### config.mk
export PLATFORM = sky130hd
export DESIGN_NAME = line_fill_buffer
export DESIGN_NICKNAME = d
export VERILOG_FILES = /design/src/rtl/line_fill_buffer.sv
export SDC_FILE = /design/constraint.sdc
export NUM_CORES = 1
export LEC_CHECK = 0
export CORE_ASPECT_RATIO = 0.9
export CORE_MARGIN = 2
export CORE_UTILIZATION = 55
export CTS_CLUSTER_DIAMETER = 150
export DETAILED_ROUTE_END_ITERATION = 7
export DONT_BUFFER_PORTS = 1
export GPL_TIMING_DRIVEN = 0
export PLACE_DENSITY = 0.79
export SLEW_MARGIN = 10
export SYNTH_ARGS = -nofsm -noshare
export SYNTH_HDL_FRONTEND = slang
export SYNTH_SLANG_ARGS = --single-unit
### constraint.sdc
create_clock -name clk -period 2.84 [get_ports clk]
set_input_delay 0.426 -clock clk [delete_from_list [all_inputs] [get_ports clk]]
set_output_delay 0.426 -clock clk [all_outputs]
set_load 0.05 [all_outputs]
### src/rtl/line_fill_buffer.sv
// ============================================================================
// line_fill_buffer: assembles one 256-bit line from BEATS memory beats and
// early-forwards the missed 16-bit word.                          Rev 1.0
// ============================================================================
`default_nettype none

module line_fill_buffer #(
   parameter int BEAT_W = 64,
   parameter int BEATS  = 4
) (
   input  logic              clk,
   input  logic              rst_n,
   input  logic              fill_req,
   input  logic [15:0]       fill_addr,
   output logic              pmem_read,
   output logic [15:0]       pmem_address,
   input  logic              pmem_resp,
   input  logic [BEAT_W-1:0] pmem_rdata,
   output logic              word_valid,
   output logic [15:0]       word,
   output logic              line_valid,
   output logic [255:0]      line_data,
   input  logic              line_ack,
   output logic              busy
);

   localparam int BEAT_IDX_W = $clog2(BEATS);
   localparam int BYTE_LG    = $clog2(BEAT_W / 8);
   localparam int BIT_LG     = $clog2(BEAT_W);

   typedef enum logic [1:0] {
      IDLE = 2'd0,
      FILL = 2'd1,
      DONE = 2'd2
   } state_t;

   state_t                state_q, state_d;
   logic [BEAT_IDX_W-1:0] beat_q, beat_d;
   logic [15:5]           base_q, base_d;
   logic [4:0]            off_q, off_d;
   logic [255:0]          line_q, line_d;
   logic [15:0]           word_q, word_d;
   logic                  word_valid_q, word_valid_d;

   logic [BYTE_LG-2:0]    w_word_sel;
   logic                  w_is_miss_beat;
   logic                  w_unused;

   assign w_word_sel     = off_q[BYTE_LG-1:1];
   assign w_is_miss_beat = (beat_q == off_q[4:BYTE_LG]);
   // Byte-within-word bit is kept for completeness but never selects anything.
   assign w_unused       = off_q[0];

   always_comb begin
      state_d      = state_q;
      beat_d       = beat_q;
      base_d       = base_q;
      off_d        = off_q;
      line_d       = line_q;
      word_d       = word_q;
      word_valid_d = 1'b0;
      case (state_q)
         IDLE: begin
            if (fill_req) begin
               base_d  = fill_addr[15:5];
               off_d   = fill_addr[4:0];
               beat_d  = '0;
               line_d  = '0;
               state_d = FILL;
            end
         end
         FILL: begin
            if (pmem_resp) begin
               line_d[{beat_q, {BIT_LG{1'b0}}} +: BEAT_W] = pmem_rdata;
               beat_d = beat_q + BEAT_IDX_W'(1);
               if (w_is_miss_beat) begin
                  word_valid_d = 1'b1;
                  word_d       = pmem_rdata[{w_word_sel, 4'b0000} +: 16];
               end
               if (beat_q == BEAT_IDX_W'(BEATS - 1)) begin
                  state_d = DONE;
               end
            end
         end
         DONE: begin
            if (line_ack) begin
               state_d = IDLE;
            end
         end
         default: state_d = IDLE;
      endcase
   end

   always_ff @(posedge clk or negedge rst_n) begin
      if (!rst_n) begin
         state_q      <= IDLE;
         beat_q       <= '0;
         base_q       <= '0;
         off_q        <= '0;
         line_q       <= '0;
         word_q       <= '0;
         word_valid_q <= 1'b0;
      end else begin
         state_q      <= state_d;
         beat_q       <= beat_d;
         base_q       <= base_d;
         off_q        <= off_d;
         line_q       <= line_d;
         word_q       <= word_d;
         word_valid_q <= word_valid_d;
      end
   end

   assign pmem_read    = (state_q == FILL);
   assign pmem_address = {base_q, beat_q, {BYTE_LG{1'b0}}};
   assign word_valid   = word_valid_q;
   assign word         = word_q;
   assign line_valid   = (state_q == DONE);
   assign line_data    = line_q;
   assign busy         = (state_q != IDLE);

endmodule

`default_nettype wire
==> impl_results.md <==
- F_max: 369 MHz
- H-tree lvl count: 1
- Boundary pin count: 377
- Failing checks: negative hold slack
- Worst Hold Class: input pin to asynchronous set/reset pin
- Syn Area/Cell: 13.6 um^2
- CTS tree: built
- Final clock skew: 0.00781 ns
- CP endpoint kind: register
- DRC Markers: 0
- Top-area cell type share of the netlist area: 54.7%
- XOR/XNOR share of the synthesized area: 0.131%
- Gr usage total: 31.5%
- Worst skew pair latency: 0.56 ns
- Top FF cell, synth: dfrtp_1
- Unrepaired setup endpoints after global routing: false
- Seq cells post-synth: 292
- Share of flip-flops with an asynchronous set or reset: 100%
- Clk root buf: clkbuf_16
- Max-cap viol count: 0
- FILL cells: 1853
- First-pass GRT wire length: 59800 um
- Slew Limit Headroom: 27.0%
- Area of the die: 25600 um^2
- Least-Margin Pin Slew: 1.09 ns
- Routed WL: 40700 um
- Largest family of logic cells by synthesized area: multiplexers
- Setup ws final: 0.128 ns
- Antenna viol nets, final: 0
- Arr. time, crit path: 3.21 ns
- Initial antenna violation count: 3
- Area grow syn2layout: 10.6%
- Bufs on Longest Clock Path: 3
- Mapped Cells: 983
- Row count: 54
- Most frequent cells in the layout: 290 x dfrtp_1, 288 x mux2_2, 257 x and3_1
- Vert. Die Dim: 152 um
- Clk slew on worst S/H paths: 0.06 ns
- Nets@finish: 1109
- Share of cells above drive strength 1: 40.0%
- Die Span X: 168 um
- Placer congestion estimate: 0.821
- Worst vdd ir: 620 uV
- Pre-CTS setup slack: -0.210 ns
- Initial DRC Count: 608
- Cts bufs inserted: 30
- Slew Limit Fails: 0
- Status: finished with violations
- Fraction of synthesized area in multiplexers: 27.0%
- Via count: 8627
- Compound-Gate Fraction of Synth Area: 0.684%
- Minimum clock period: 2.71 ns
- Post-CTS Setup Repair Bufs: 0
- Pleak: 8.07 nW
- Clk sinks: 292
- Number of flops mapped to enable cells by yosys: 0
- Tcrit/Tclk final: 95.5%
- R2r worst-path depth: 8
- Simple-Gate Fraction of Synth Area: 13.0%
- First-pass DRT Iterations: 5
- Vias in the first global route: 9088
- Synth warn: 0
- Pin count of the biggest net entering global routing: 293
- Post-Syn Area: 13400 um^2
- WHS: -0.437 ns
- Power Density: 1170 nW/um^2
- Core area: 24100 um^2
- GRT Residual Overflow: 0
- Area share of fa/ha/maj cells after synthesis: 0.562%
- Worst setup SP type: register
- Finish-stage setup viols: 0
- Dominant cells by area after synthesis: dfrtp_1 55%, mux2_2 24%, and3_1 12%, mux4_2 2.7%, clkbuf_1 1.3%
- Fin. Hold Viols: 292
- Most common cell after layout, fill and taps aside: dfrtp_1
- Wirelength per Cell: 30.2 um
- DP Wirelength: 28900 um
- Post-synthesis cell type count: 25
- Via density: 6.40
- CP Data Required Time: 3.33 ns
- Starting density of the core: 55.5%
- Worst-path fanout max: 10
- Synth area leader: dfrtp_1
- Crit Path Category: register to register
- Register area share after synthesis: 54.7%
- Port Buf Inserts: 0
layout make-up:
type	count	area [um^2]	area share, %
Buffer	93	523	3.54
Timing Repair Buffer	1	10.0	0.0678
Tap cell	308	385	2.61
Sequential cell	292	7310	49.5
Clock inverter	6	86.3	0.584
Inverter	3	11.3	0.0762
Antenna cell	3	7.51	0.0508
Clock buffer	44	895	6.06
Multi-Input combinational cell	597	5540	37.5
final timing paths:
path	slack (ns)	start	end
setup / recovery	0.13	beat_q[0]$_DFFE_PN0P_	line_data[29]$_DFFE_PN0P_
hold / removal	-0.44	rst_n	line_data[131]$_DFFE_PN0P_
setup reg to reg	0.13	beat_q[0]$_DFFE_PN0P_	line_data[29]$_DFFE_PN0P_
hold reg to reg	0.53	off_q[4]$_DFFE_PN0P_	off_q[4]$_DFFE_PN0P_
max in group asynchronous	2.78	rst_n	line_data[50]$_DFFE_PN0P_
min in group clk	0.02	fill_addr[3]	off_q[3]$_DFFE_PN0P_
cell usage after synthesis (2+ instances only):
master and n:
nand3_1 4, inv_1 3, buf_4 9, nor3b_2 3, buf_2 19, clkbuf_2 4, mux4_2 16, dfrtp_1 292
ha_1 6, nor2b_1 3, mux2_2 288, a21oi_4 4, buf_6 13, and3b_1 4, and3_1 257, clkbuf_1 48
xnor2_1 2
through the flow:
stage / TNS, ns / std cells / power, mW / cell area [um^2] / util (%)
floorplan: 0 / 985 / 11.6 / 13400 / -
global placement: -12.89 / 1293 / 13.1 / 13800 / 57.2
detailed placement: -19.55 / 1293 / 13.3 / 13800 / 57.2
CTS: 0 / 1343 / 17.2 / 14700 / 61.3
global route: 0 / 1345 / 17.9 / 14800 / 61.4
finish: 0 / 1347 / 17.2 / 14800 / 61.4
sequential cells by signal, summed over array words and instances (netlist names):
signal and cells:
line_data 256, beat_q 2, off_q 4, word 16, state_q 2, base_q 11
word_valid 1
critical path: stages (launching register included):
cell	delay [ns]
dfrtp_2	0.56
buf_2	0.26
inv_1	0.10
ha_1	0.35
nor3b_2	0.22
buf_2	0.39
clkbuf_1	0.38
and3_1	0.24
mux2_2	0.14
kinds of logic after synthesis:
logic type                 Yosys count
AOI/OAI and AO/OA                    7
and+or+nand+nor                    275
buffers and inverters               96
muxes                              304
xor gates and xnor gates             2
DFF                                292
other                                1
adders and majority gates            6
metal layers:
| layer | track usage, % | routed length, um | vias to the layer above | part of all wire [%] |
|---|---|---|---|---|
| li1 | - | - | 3603 | - |
| met1 | 39.1 | 15400 | 4508 | 38 |
| met2 | 50.9 | 19300 | 419 | 47 |
| met3 | 11.5 | 4380 | 97 | 11 |
| met4 | 11.1 | 1580 | 0 | 3.9 |
| met5 | 0 | 0 | - | 0 |
timing repair:
| item | CTS | global route |
|---|---|---|
| endpoints found under the setup margin | 162 | 37 |
| endpoints found under the hold margin | 292 | 293 |
| pin swaps | 0 | 0 |
| gates resized for setup | 7 | 15 |
where the power goes:
group          leakage, nW  switching, mW  internal, mW  total (mW)
Combinational         3.60           2.90          2.08        4.98
Clock                0.480           1.62          2.34        3.96
Sequential            3.99           3.40          4.90        8.30
Power figures use the tool's default switching activity.
